$ cat src/rtl/interp_phase_sched.sv
// rtl/interp_phase_sched.sv - sequencing controller for a polyphase interpolator
//
// Accepts one sample from the source and waits FILTER_LAT cycles for the branch
// FIR outputs. It then pulses en_out so the shared branch output registers
// load, and emits L phases (L = 2, 4 or 8) to the sink. All outputs are forced
// to 0 while arst_n is low.
//
// Optional build macro: INTERP_SCHED_UNDERRUN_CNT_EN adds underrun_cnt_out.
//
// Ports:
//   clk              system clock
//   arst_n           synchronous active-low reset
//   rate_sel[1:0]    interpolation factor: 0=2, 1=4, 2=8, 3=reserved (treated as 2)
//   bypass           pass-through request, honoured only while idle
//   src_valid_in     upstream sample valid
//   src_ready_out    scheduler can accept a sample
//   dst_valid_out    current phase output valid
//   dst_ready_in     downstream ready
//   en_out           one-cycle load enable for the branch output registers
//   phase_out        branch select for the output mux
//   busy_out         high whenever the FSM is not idle
//   rate_err_out     pulses when a sample is accepted with rate_sel=3
//   underrun_cnt_out saturating count of sink-ready cycles with no valid output (optional)

module interp_phase_sched #(
    parameter int MAX_RATE   = 8,
    parameter int FILTER_LAT = 1,
    localparam int PHASE_W   = $clog2(MAX_RATE)
) (
    input  logic               clk,
    input  logic               arst_n,
    input  logic [1:0]         rate_sel,
    input  logic               bypass,
    input  logic               src_valid_in,
    output logic               src_ready_out,
    output logic               dst_valid_out,
    input  logic               dst_ready_in,
    output logic               en_out,
    output logic [PHASE_W-1:0] phase_out,
    output logic               busy_out,
    output logic               rate_err_out
`ifdef INTERP_SCHED_UNDERRUN_CNT_EN
    ,
    output logic [15:0]        underrun_cnt_out
`endif
);

    localparam int CNT_W = (FILTER_LAT > 1) ? $clog2(FILTER_LAT) : 1;
    localparam logic [CNT_W-1:0] CNT_LOAD = CNT_W'(FILTER_LAT - 1);

    typedef enum logic [1:0] {
        S_IDLE,
        S_WAIT,
        S_EMIT
    } state_t;

    state_t             r_state;
    state_t             w_state_nxt;
    logic [CNT_W-1:0]   r_cnt;
    logic [PHASE_W-1:0] r_phase;
    logic [PHASE_W-1:0] r_last_phase;

    logic               w_accept;
    logic               w_byp_active;
    logic               w_src_ready;
    logic               w_dst_valid;
    logic               w_en;
    logic [PHASE_W-1:0] w_phase;
    logic [PHASE_W-1:0] w_sel_last;

    // Last phase index (L-1) for a rate_sel code; the reserved code falls back to
    // rate 2, and rates above MAX_RATE clamp to MAX_RATE.
    function automatic logic [PHASE_W-1:0] last_phase_of(input logic [1:0] sel);
        int rate;
        case (sel)
            2'd1:    rate = 4;
            2'd2:    rate = 8;
            default: rate = 2;
        endcase
        if (rate > MAX_RATE) begin
            rate = MAX_RATE;
        end
        return PHASE_W'(rate - 1);
    endfunction

    assign w_sel_last = last_phase_of(rate_sel);

    always_comb begin
        w_state_nxt  = r_state;
        w_accept     = 1'b0;
        w_byp_active = 1'b0;
        w_src_ready  = 1'b0;
        w_dst_valid  = 1'b0;
        w_en         = 1'b0;
        w_phase      = '0;
        case (r_state)
            S_IDLE: begin
                if (bypass) begin
                    // Pass-through: the FSM never leaves idle and the filter is not loaded.
                    w_byp_active = 1'b1;
                    w_src_ready  = dst_ready_in;
                    w_dst_valid  = src_valid_in;
                end else begin
                    w_src_ready = 1'b1;
                    if (src_valid_in) begin
                        w_accept    = 1'b1;
                        w_state_nxt = S_WAIT;
                    end
                end
            end
            S_WAIT: begin
                if (r_cnt == '0) begin
                    w_en        = 1'b1;
                    w_state_nxt = S_EMIT;
                end
            end
            S_EMIT: begin
                w_dst_valid = 1'b1;
                w_phase     = r_phase;
                if (dst_ready_in && (r_phase == r_last_phase)) begin
                    // Final phase handshake frees the slot in the same cycle,
                    // allowing a back-to-back accept.
                    w_src_ready = 1'b1;
                    if (src_valid_in) begin
                        w_accept    = 1'b1;
                        w_state_nxt = S_WAIT;
                    end else begin
                        w_state_nxt = S_IDLE;
                    end
                end
            end
            default: begin
                w_state_nxt = S_IDLE;
            end
        endcase
    end

    always_ff @(posedge clk) begin
        if (!arst_n) begin
            r_state      <= S_IDLE;
            r_cnt        <= '0;
            r_phase      <= '0;
            r_last_phase <= '0;
        end else begin
            r_state <= w_state_nxt;
            if (w_accept) begin
                r_cnt        <= CNT_LOAD;
                r_last_phase <= w_sel_last;
            end
            if (r_state == S_WAIT) begin
                if (r_cnt == '0) begin
                    r_phase <= '0;
                end else begin
                    r_cnt <= r_cnt - 1'b1;
                end
            end
            if ((r_state == S_EMIT) && dst_ready_in && (r_phase != r_last_phase)) begin
                r_phase <= r_phase + 1'b1;
            end
        end
    end

    assign src_ready_out = arst_n & w_src_ready;
    assign dst_valid_out = arst_n & w_dst_valid;
    assign en_out        = arst_n & w_en;
    assign phase_out     = arst_n ? w_phase : '0;
    assign busy_out      = arst_n & (r_state != S_IDLE);
    assign rate_err_out  = arst_n & w_accept & (rate_sel == 2'd3);

`ifdef INTERP_SCHED_UNDERRUN_CNT_EN
    logic [15:0] r_underrun_cnt;

    always_ff @(posedge clk) begin
        if (!arst_n) begin
            r_underrun_cnt <= '0;
        end else if (dst_ready_in && !w_dst_valid && !w_byp_active
                     && (r_underrun_cnt != 16'hFFFF)) begin
            r_underrun_cnt <= r_underrun_cnt + 16'd1;
        end
    end

    assign underrun_cnt_out = r_underrun_cnt;
`endif

endmodule

$ cat config.mk
export PLATFORM = sky130hd
export DESIGN_NAME = interp_phase_sched
export DESIGN_NICKNAME = d
export VERILOG_FILES = /design/src/rtl/interp_phase_sched.sv
export SDC_FILE = /design/constraint.sdc
export NUM_CORES = 1
export LEC_CHECK = 0
export CAP_MARGIN = 40
export CELL_PAD_IN_SITES_DETAIL_PLACEMENT = 1
export CELL_PAD_IN_SITES_GLOBAL_PLACEMENT = 1
export CORE_UTILIZATION = 37
export CTS_CLUSTER_DIAMETER = 50
export DETAILED_ROUTE_END_ITERATION = 7
export GPL_TIMING_DRIVEN = 0
export PLACE_DENSITY = 0.86
export SLEW_MARGIN = 20
export SYNTH_ARGS = -nofsm -noshare
export SYNTH_HDL_FRONTEND = slang
export SYNTH_SLANG_ARGS = --single-unit
$ cat constraint.sdc
create_clock -name clk -period 1.9 [get_ports clk]
set_input_delay 0.285 -clock clk [delete_from_list [all_inputs] [get_ports clk]]
set_output_delay 0.285 -clock clk [all_outputs]
set_load 0.05 [all_outputs]
# After elaboration in Yosys (flattened, before gate mapping)
# Cells that the tools add are included.
# classes
addsub	3
n_lt_le_gt_ge	1
n_eq_ne	12
n_mux	27
n_bitwise	6
n_reduce_logical	8
# op_table
op	count
2-to-1 mux 3 bit	6
2-to-1 mux 1 bit	12
2-to-1 mux 2 bit	4
!= test 2 bit (second input constant)	4
case mux 4 bit (2 select lines)	1
bitwise AND 1 bit	6
equality test 2 bit (second input constant)	3
case mux 1 bit (2 select lines)	3
case mux 2 bit (3 select lines)	1
equality test 2 x 1 -> 1 bit (second input constant)	2
greater-than comparator 4 bit (second input constant)	1
AND reduction 4 bit	1
nonzero test 2 bit	2
adder 3 x 1 -> 3 bit (second input constant)	1
equality test 3 bit	1
logical AND 1 bit	3
!= test 3 bit	1
subtractor 3 x 2 -> 3 bit (second input constant)	1
logical NOT 2 bit	1
!= test 2 x 1 -> 1 bit (second input constant)	1
AND reduction 2 bit	1
subtractor 1 bit (second input constant)	1
# totals
ff_bits	9
in_bits	7
output_inout_bits	8
word_cells	61

# Logic depth before layout (Yosys ltp)
# Gate-level depths: netlist of the first run.
# logic_depth
word_depth	7
ltp_mapped	5
ltp_nobuf	4

# Worst setup path before layout of the first run
# No wires, ideal clock.
# synth_timing
kind	reg2out
startpoint	register r_last_phase[1]
endpoint	output port src_ready_out
arrival_ns	1.542
setup_slack_ns	0.073
path_stages_with_launch	4
path_buffers	0
path_cell_list	dfxtp_1 > xnor2_2 > nand3_2 > a21oi_1
# synth_via
elab_chain_cells	5
# synth_lines
item	line	rtl
start: declaration	61	logic [PHASE_W-1:0] r_last_phase;
start signal: assignment	148	r_last_phase <= w_sel_last;
equality test 3 bit	120	if (dst_ready_in && (r_phase == r_last_phase)) begin
logical AND 1 bit	120	
2-to-1 mux 1 bit	120	
case mux 1 bit (2 select lines)	96	case (r_state)
bitwise AND 1 bit	163	assign src_ready_out = arst_n & w_src_ready;
end: declaration	35	output logic src_ready_out,
# Every way passes these cells.

# Worst setup path in the final report of the first run
# layout_timing
startpoint	input port arst_n
endpoint	output port phase_out[2]
# layout_via
elab_chain_cells	1
# layout_lines
item	line	rtl
start: declaration	31	input logic arst_n,
2-to-1 mux 3 bit	166	assign phase_out = arst_n ? w_phase : '0;
end: declaration	39	output logic [PHASE_W-1:0] phase_out,
# Every way passes these cells.

==> impl_metrics.py, run 1 <==
metrics = {
    "yosys": {
        "synth_cells": 68,
        "synth_area_um2": 612,
        "synth_common_cells": "9 x dfxtp_1, 8 x nand2_1, 4 x and3_1, 4 x nor2b_1, 4 x o21ai_0",
        "seq_area_frac_synth_pct": 29.4,
        "ys_top_cells_by_area": "dfxtp_1 29%, xnor2_2 8.0%, ha_1 6.1%, mux2i_1 4.9%, nand2_1 4.9%",
        "ys.warnings.count": 0,
        "syn_avg_cell_area_um2": 9.00,
        "async_flop_share_pct": 0,
        "yosysTopAreaCell": "dfxtp_1",
        "synth_top_area_share_pct": 29.4,
        "synth_edf_count": 0,
        "synth_nets": 78,
        "yosys_register_bits": 9,
        "ys_types": 28,
        "yosysMostFrequentCell": "dfxtp_1",
        "ys.flop_type": "dfxtp_1",
    },
    "routing": {
        "drt_wl_total_mm": 1.51,
        "wire_per_inst_um": 14.1,
        "drt_first_pass_iters": 4,
        "antenna_left": 0,
        "vias": 566,
        "drt_iter0_markers": 3,
        "routed_via_density": 5.29,
        "drc": 0,
    },
    "worst_setup_path": {
        "path_buf_inv": 3,
        "critical-path-max-stage-delay_ns": 0.55,
        "critPathSlowestCell": "clkdlybuf4s50_1",
        "end_kind": "primary output",
        "worstSetupStartpointType": "input pin",
        "critPathTopFamily": "buffers and inverters",
        "critical_path_class": "input pin to primary output",
        "crit_fanout": 5,
        "path_cells": "clkdlybuf4s50_1 > nor2b_4 > buf_4 > and3_1 > clkbuf_4",
        "arrival_ns": 1.56,
        "cp.required_ns": 1.62,
    },
    "floorplanning": {
        "start_util_pct": 40.1,
        "fp.dieH_um": 42.7,
        "dieWidth_um": 42.7,
        "ios": 15,
        "dieArea_um2": 1820,
        "core_area_um2": 1520,
        "rows": 14,
    },
    "sta": {
        "slew_viol_final": 0,
        "holdWs_ns": 0.489,
        "finalSetupViolations": 0,
        "clock.fmax_mhz": 541,
        "period_needed_ns": 1.85,
        "worstMarginPinSlew_ns": 0.303,
        "post-route-period-util_pct": 97.3,
        "clock_skew_ns": 0.00163,
        "hold_viol": 0,
        "relSlewSlack_pct": 79.8,
    },
    "global_route": {
        "grt_max_degree": 11,
        "grt_pass1_wl_mm": 2.59,
        "grt_pass1_vias": 574,
        "track_usage_pct": 19.5,
        "antenna_found_initial": 0,
        "gr-total-overflow": 0,
    },
    "power": {
        "switching_share_pct": 30.8,
        "power.leakage_nw": 0.365,
        "p_sw_mw": 0.148,
        "powerDensity_nw_per_um2": 584,
        "p_int_mw": 0.332,
        "total_power_mw": 0.480,
        "p_seq_share_pct": 42.6,
        "clockPowerShare_pct": 31.9,
        "pwr-share-comb_pct": 25.6,
        "ir_worst_vdd_v": 0.000343,
    },
    "cts": {
        "path_clk_slew_ns": 0.06,
        "htreeDepth": 1,
        "cts.sinks": 9,
        "clkLatencyLatePin_ns": 0.27,
        "cts_inserted_buffers": 3,
        "cts_tree": "built",
        "root_buffer": "clkbuf_4",
        "clk_path_buf_depth": 2,
    },
    "placement": {
        "port-buffer-count": 14,
        "place_congestion": 0.759,
        "dpl.hpwl_mm": 1.11,
    },
    "worst_hold_path": {
        "hold_path_class": "flop to flop",
    },
    "status": {
        "outcome": "complete, no violations",
    },
    "run": {
        "drv_cap": 0,
    },
    "cells_and_area": {
        "drive_above_1_share_pct": 33.0,
        "utilization_pct": 53.9,
        "nNetsFinal": 102,
        "n_antenna_cell": 0,
        "synthToLayoutAreaGrowth_pct": 34.4,
    },
}
[cell type report]
type | count | area, um^2
inverter | 2 | 7.51
buffer | 2 | 12.5
clock buffer | 4 | 26.3
multi-input combinational | 55 | 420
fill | 198 | 702
timing repair buffer | 19 | 153
tap | 16 | 20.0
sequential | 9 | 183
[metrics by stage]
stage / cells / setup WS, ns / TNS [ns] / cell area [um^2]
finish: 107 / 0.0513 / 0 / 822
global route: 107 / -0.0213 / -0.0392 / 822
CTS: 103 / 0.00433 / 0 / 791
detailed placement: 98 / -0.716 / -4.56 / 772
global placement: 98 / -0.645 / -4.15 / 772
floorplan: 68 / 0.0728 / 0 / 612
[metal layers]
layer / vias to the layer above / track usage, % / part of all wire [%] / wire length [um]
met2: 15 / 30.0 / 50 / 754
met3: 2 / 4.26 / 4.2 / 63
li1: 288 / - / - / -
met5: - / 0 / 0 / 0
met1: 261 / 24.7 / 44 / 662
met4: 0 / 11.3 / 1.9 / 29
[kinds of logic after synthesis]
| family | Yosys count | synth area share (%) |
|---|---|---|
| buffers and inverters | 4 | 3.07 |
| AND/OR/NAND/NOR | 33 | 30.7 |
| multiplexers | 3 | 4.91 |
| adder cells (fa/ha/maj) | 3 | 6.14 |
| AO/OA/AOI/OAI | 13 | 17.8 |
| flip-flops | 9 | 29.4 |
| XOR/XNOR | 3 | 7.98 |
[sequential cells by signal, indices dropped and copies added, names as in the netlist]
| name | cells |
|---|---|
| r_state | 2 |
| r_phase | 3 |
| r_cnt | 1 |
| r_last_phase | 3 |
[power by group through the flow]
stage	registers, mW	logic, mW	clock network (mW)
after floorplan	0.206	0.0751	0
after global placement	0.207	0.110	0
after detailed placement	0.208	0.113	0
after CTS	0.204	0.115	0.162
after global routing	0.205	0.133	0.170
final	0.204	0.123	0.153
[worst min-delay path: stages, from the launching register on]
cell and delay [ns]:
dfxtp_1 0.33, nand3_1 0.08, nor2_1 0.04
[path summary, 6_finish.rpt]
| check | start | slack [ns] | cells past startpoint | end |
|---|---|---|---|---|
| max reg2reg | r_phase[1]$_SDFFE_PN0P_ | 0.65 | 4 | r_last_phase[1]$_SDFFE_PN0P_ |
| min | r_cnt$_SDFF_PN0_ | 0.49 | 2 | r_cnt$_SDFF_PN0_ |
| max | arst_n | 0.05 | 5 | phase_out[2] |
| min reg2reg | r_cnt$_SDFF_PN0_ | 0.49 | 2 | r_cnt$_SDFF_PN0_ |
[what timing repair did]
action / CTS / global route
setup buffers: 1 / 4
hold endpoints to repair: 0 / 0
setup endpoints to repair: 8 / 4
hold buffers: 0 / 0
gates resized for setup: 41 / 8
pin swaps: 1 / 2
[cells in the final DEF (no fill, tap or decap), types with 3 or more instances in the layout]
cell	count
nand3_1	3
mux2i_1	3
o21ai_0	4
buf_2	3
nand2_1	8
clkbuf_4	5
dfxtp_1	7
nor2_1	3
nor2b_1	3
buf_4	8
and3_1	4
xnor2_2	3
nand2b_1	3
ha_1	3
clkdlybuf4s50_1	6
Power figures use the tool's default switching activity.
==> run 2: changes to the inputs <==
--- a/config.mk
+++ b/config.mk
@@ -8,6 +8,7 @@
 export CAP_MARGIN = 40
 export CELL_PAD_IN_SITES_DETAIL_PLACEMENT = 1
 export CELL_PAD_IN_SITES_GLOBAL_PLACEMENT = 1
+export CORE_MARGIN = 4
 export CORE_UTILIZATION = 37
 export CTS_CLUSTER_DIAMETER = 50
 export DETAILED_ROUTE_END_ITERATION = 7
==> run 2 against run 1 <==
Register-to-register slack worse by 0.04 ns. Clock skew is 0.00059 ns higher. Worst setup slack worse by 0.024 ns. Cell count is 1.9% lower. Worst hold slack better by 0.014 ns. Die area is 30% higher. Combinational power hardly changed. Sequential power hardly changed.
==> impl_metrics.py, run 2 (synthesized netlist as in run 1, its figures left out) <==
metrics = {
    "cells_and_area": {
        "final_cell_mix": "8 x nand2_1, 6 x clkdlybuf4s50_1, 6 x dfxtp_1",
        "top_regs": "r_last_phase (3), r_phase (3), r_state (2)",
        "drive_above_1_share_pct": 32.6,
        "synthToLayoutAreaGrowth_pct": 31.3,
        "n_antenna_cell": 0,
        "final_cells": 105,
        "multi_input_area_um2": 420,
        "finish.instance_area_um2": 803,
        "regArea_um2": 184,
        "layout_commonest_cell": "nand2_1",
        "nNetsFinal": 100,
        "fill_cells": 195,
    },
    "cts": {
        "htreeDepth": 1,
        "clkLatencyLatePin_ns": 0.26,
        "cts_inserted_buffers": 3,
        "root_buffer": "clkbuf_4",
        "path_clk_slew_ns": 0.07,
        "clk_path_buf_depth": 2,
        "hold_buffers": 0,
        "cts_tree": "built",
        "cts.sinks": 9,
    },
    "floorplanning": {
        "ios": 15,
        "fp.dieH_um": 48.7,
        "core_area_um2": 1540,
        "rows": 14,
        "dieWidth_um": 48.7,
        "start_util_pct": 39.7,
        "dieArea_um2": 2370,
    },
    "sta": {
        "relSlewSlack_pct": 79.8,
        "setup_tns_ns": 0,
        "period_needed_ns": 1.87,
        "post-route-period-util_pct": 98.5,
        "finalSetupViolations": 0,
        "worstMarginPinSlew_ns": 0.303,
        "slew_viol_final": 0,
        "clock.fmax_mhz": 534,
        "clock_skew_ns": 0.00222,
        "hold_viol": 0,
        "holdWs_ns": 0.504,
    },
    "routing": {
        "routed_via_density": 5.62,
        "drt_first_pass_iters": 3,
        "drt_iter0_markers": 5,
        "vias": 590,
        "drc": 0,
        "wire_per_inst_um": 15.6,
        "drt_wl_total_mm": 1.64,
        "antenna_left": 0,
    },
    "worst_setup_path": {
        "r2r_setup_slack_ns": 0.61,
        "worstSetupStartpointType": "input pin",
        "crit_fanout": 6,
        "critical_path_class": "input pin to primary output",
        "cp.required_ns": 1.62,
        "end_kind": "primary output",
        "arrival_ns": 1.59,
    },
    "global_route": {
        "track_usage_pct": 13.7,
        "grt_pass1_vias": 577,
        "gr-total-overflow": 0,
        "grt_max_degree": 11,
        "grt_pass1_wl_mm": 2.64,
        "antenna_found_initial": 0,
    },
    "placement": {
        "post_dp_cell_area_um2": 772,
        "dp.cells": 98,
        "dpl.hpwl_mm": 1.20,
        "port-buffer-count": 14,
        "place_congestion": 0.745,
    },
    "power": {
        "switching_share_pct": 31.5,
        "powerDensity_nw_per_um2": 596,
        "total_power_mw": 0.479,
        "ir_worst_vdd_v": 0.000287,
        "power.leakage_nw": 0.357,
        "p_int_mw": 0.328,
        "pwr-share-comb_pct": 25.0,
        "clockPowerShare_pct": 32.4,
        "p_seq_share_pct": 42.6,
        "p_sw_mw": 0.151,
    },
    "run": {
        "drv_cap": 0,
    },
    "status": {
        "outcome": "complete, no violations",
    },
    "worst_hold_path": {
        "hold_path_class": "flop to flop",
    },
}
## run 2: cell count changes in the layout (fill, tap and decap cells not counted), sizes merged
| cell | change |
|---|---|
| buf | -1 |
| clkbuf | -1 |
## run 2: final timing paths
path | start | cells after the start | to
setup / recovery | arst_n | 4 | dst_valid_out
hold / removal | r_last_phase[2]$_SDFFE_PN0P_ | 2 | r_last_phase[2]$_SDFFE_PN0P_
setup reg to reg | r_phase[2]$_SDFFE_PN0P_ | 4 | r_last_phase[2]$_SDFFE_PN0P_
hold reg to reg | r_last_phase[2]$_SDFFE_PN0P_ | 2 | r_last_phase[2]$_SDFFE_PN0P_
## run 2: layer usage
metal	share of wire, %	global-route usage (%)	vias to the layer above
li1	-	-	282
met1	44	16.4	286
met2	47	22.4	16
met3	5.1	3.68	6
met4	3.0	6.28	0
met5	0	0	-
## run 2: worst max-delay path, stage by stage
cell	delay (ns)
clkdlybuf4s50_1	0.55
nor2b_4	0.24
nor2b_1	0.15
clkdlybuf4s18_2	0.37
## run 2: cell type report
cell class	count	area share [%]
multi-input combinational	55	52.3
buffer	2	1.56
timing repair buffer	17	16.5
tap	16	2.49
sequential	9	22.9
inverter	2	0.935
clock buffer	4	3.27
## run 2: power groups by stage
stage                     clock, mW  sequential [mW]  combinational (mW)
after global placement            0            0.207               0.110
after CTS                     0.151            0.204               0.114
after global routing          0.162            0.205               0.131
after floorplan                   0            0.206              0.0751
final                         0.155            0.204               0.120
after detailed placement          0            0.207               0.115
## run 2: what timing repair did
action	in CTS	in global routing
gates resized for setup	36	11
buffers inserted	0	3
setup endpoints to repair	8	7
pin swaps	0	3
gates cloned	0	0
## run 2: through the flow
step                worst slack [ns]  utilization [%]
finish                        0.0276             52.1
global route                 -0.0665             52.1
CTS                          0.00683             51.9
detailed placement            -0.703             50.1
global placement              -0.647             50.1
floorplan                     0.0728                -
==> run 3: changes to the inputs <==
--- a/config.mk
+++ b/config.mk
@@ -5,16 +5,18 @@
 export SDC_FILE = /design/constraint.sdc
 export NUM_CORES = 1
 export LEC_CHECK = 0
+export ABC_AREA = 1
 export CAP_MARGIN = 40
 export CELL_PAD_IN_SITES_DETAIL_PLACEMENT = 1
 export CELL_PAD_IN_SITES_GLOBAL_PLACEMENT = 1
 export CORE_MARGIN = 4
-export CORE_UTILIZATION = 37
+export CORE_UTILIZATION = 36
 export CTS_CLUSTER_DIAMETER = 50
 export DETAILED_ROUTE_END_ITERATION = 7
+export GPL_ROUTABILITY_DRIVEN = 0
 export GPL_TIMING_DRIVEN = 0
-export PLACE_DENSITY = 0.86
-export SLEW_MARGIN = 20
+export PLACE_DENSITY = 0.87
+export SLEW_MARGIN = 10
 export SYNTH_ARGS = -nofsm -noshare
 export SYNTH_HDL_FRONTEND = slang
 export SYNTH_SLANG_ARGS = --single-unit
==> run 3 against run 2 <==
Non-clock buffer count fell by 2. Clock power about the same. Register-to-register slack worse by 0.02 ns. Maximum frequency fell by 0.39%. Via count grew 1.2%. Largest power group unchanged.
==> impl_metrics.py, run 3 <==
metrics = {
    "yosys": {
        "syn_avg_cell_area_um2": 7.45,
        "synth_nets": 92,
        "ys_types": 25,
        "async_flop_share_pct": 0,
        "ys.warnings.count": 0,
        "ys_top_cells_by_area": "dfxtp_1 30%, nand2_1 9.2%, inv_1 6.8%, ha_1 6.1%, nand3_1 4.9%",
        "yosysTopAreaCell": "dfxtp_1",
        "synth_area_um2": 611,
        "ys.flop_type": "dfxtp_1",
        "yosys_register_bits": 9,
        "seq_area_frac_synth_pct": 29.5,
        "yosysMostFrequentCell": "nand2_1",
        "synth_cells": 82,
        "synth_edf_count": 0,
        "synth_top_area_share_pct": 29.5,
        "synth_common_cells": "15 x nand2_1, 11 x inv_1, 9 x dfxtp_1, 7 x nor2_1, 6 x nand3_1",
    },
    "sta": {
        "rsz0062_at_grt": "yes",
        "setup_tns_ns": 0,
        "period_needed_ns": 1.88,
        "relSlewSlack_pct": 67.4,
        "clock_skew_ns": 0.00181,
        "slew_viol_final": 0,
        "holdWs_ns": 0.324,
        "post-route-period-util_pct": 98.9,
        "finalSetupViolations": 0,
        "hold_viol": 0,
        "worstMarginPinSlew_ns": 0.491,
        "setup_ws_ns": 0.0203,
        "clock.fmax_mhz": 532,
    },
    "worst_setup_path": {
        "crit_fanout": 6,
        "end_kind": "primary output",
        "arrival_ns": 1.59,
        "r2r_start": "r_phase[0]$_SDFFE_PN0P_",
        "critical_path_class": "input pin to primary output",
        "r2r_end": "r_last_phase[1]$_SDFFE_PN0P_",
        "worst_r2r_path_depth": 5,
        "cp.required_ns": 1.62,
        "r2r_setup_slack_ns": 0.59,
        "worstSetupStartpointType": "input pin",
    },
    "worst_hold_path": {
        "hold_end": "r_last_phase[0]$_SDFFE_PN0P_",
        "hold_path_class": "input pin to flop",
        "worstHoldStart": "arst_n",
        "whs_path_depth": 3,
    },
    "cts": {
        "cts_inserted_buffers": 3,
        "path_clk_slew_ns": 0.06,
        "cts_tree": "built",
        "clk_path_buf_depth": 2,
        "cts.sinks": 9,
        "htreeDepth": 1,
        "root_buffer": "clkbuf_4",
        "clkLatencyLatePin_ns": 0.27,
    },
    "power": {
        "clockPowerShare_pct": 32.2,
        "ir_worst_vdd_v": 0.000295,
        "power.leakage_nw": 0.390,
        "p_sw_mw": 0.161,
        "p_int_mw": 0.323,
        "pwr-share-comb_pct": 25.8,
        "powerDensity_nw_per_um2": 602,
        "switching_share_pct": 33.2,
        "total_power_mw": 0.483,
        "p_seq_share_pct": 42.0,
    },
    "cells_and_area": {
        "layout_commonest_cell": "nand2_1",
        "n_antenna_cell": 0,
        "finish.instance_area_um2": 803,
        "nNetsFinal": 113,
        "final_cell_mix": "13 x nand2_1, 11 x inv_1, 7 x nor2_1, 7 x dfxtp_1, 6 x nand2_2",
        "top_regs": "r_last_phase (3), r_phase (3), r_state (2)",
        "synthToLayoutAreaGrowth_pct": 31.6,
        "drive_above_1_share_pct": 28.4,
    },
    "placement": {
        "port-buffer-count": 13,
        "post_dp_cell_area_um2": 761,
        "place_ws_ns": -0.670,
        "dpl.hpwl_mm": 1.11,
    },
    "global_route": {
        "grt_max_degree": 10,
        "track_usage_pct": 13.4,
        "grt_pass1_vias": 649,
        "antenna_found_initial": 0,
        "grt_pass1_wl_mm": 2.58,
        "gr-total-overflow": 0,
    },
    "routing": {
        "highest_layer": "met4",
        "antenna_left": 0,
        "drc": 0,
        "drt_first_pass_iters": 4,
        "drt_iter0_markers": 2,
        "routed_via_density": 5.06,
        "drt_wl_total_mm": 1.49,
        "met2_length_um": 761,
        "wl_met1_um": 624,
        "wire_per_inst_um": 12.6,
        "wl_met3_um": 70,
        "vias": 597,
    },
    "floorplanning": {
        "fp.dieH_um": 49.2,
        "dieWidth_um": 49.2,
        "dieArea_um2": 2420,
        "core_area_um2": 1560,
        "ios": 15,
        "start_util_pct": 39.2,
        "rows": 14,
    },
    "status": {
        "outcome": "complete, no violations",
    },
    "run": {
        "drv_cap": 0,
    },
}
## run 3: what timing repair did
| item | 4_1_cts | 5_1_grt |
|---|---|---|
| pin swaps | 1 | 1 |
| setup endpoints to repair | 8 | 4 |
| buffers inserted | 0 | 3 |
| hold endpoints to repair | 0 | 0 |
| cloned | 0 | 0 |
| hold buffers | 0 | 0 |
| gates resized for setup | 21 | 9 |
## run 3: routing by layer
layer / vias up / track usage (%)
met5: - / 0
met3: 5 / 3.06
li1: 305 / -
met1: 270 / 13.3
met2: 17 / 24.6
met4: 0 / 9.00
## run 3: kinds of logic after synthesis
group,after synthesis,share of synthesized area [%]
simple gates,43,40.4
buf+inv,14,8.81
compound gates,11,11.1
flops,9,29.5
fa+ha+maj,3,6.15
xor+xnor,2,4.10
## run 3: area by class of cell
class | instances | area [um^2]
plain buffers | 1 | 5.00
inverters | 13 | 48.8
fillers | 204 | 756
flip-flops and latches | 9 | 183
multi-input cells | 59 | 387
repair buffers | 16 | 134
well taps | 16 | 20.0
clock buffers | 4 | 26.3
## run 3: worst max path at each step
stage                            start             to  cells after the start
after floorplan                 arst_n  dst_valid_out                      3
after global placement    dst_ready_in   rate_err_out                      7
after detailed placement  dst_ready_in   rate_err_out                      7
after CTS                 dst_ready_in   rate_err_out                      7
after global routing      dst_ready_in   rate_err_out                      7
final                     dst_ready_in   rate_err_out                      7
## run 3: stage by stage
step	std cells	utilization (%)
CTS	115	50.0
finish	118	51.5
global route	118	51.5
detailed placement	111	48.8
global placement	111	48.8
floorplan	82	-
## run 3: critical path, cell delays in order
cell and delay (ns):
clkdlybuf4s50_1 0.47, inv_1 0.08, nor2_4 0.15, nand4_4 0.17, nand2_2 0.11, and3_1 0.17, buf_6 0.16
## run 3: power by group through the flow
stage	combinational [mW]	clock, mW	sequential [mW]
after floorplan	0.0894	0	0.206
after global placement	0.123	0	0.207
after detailed placement	0.125	0	0.207
after CTS	0.123	0.158	0.203
after global routing	0.137	0.166	0.204
final	0.125	0.156	0.203
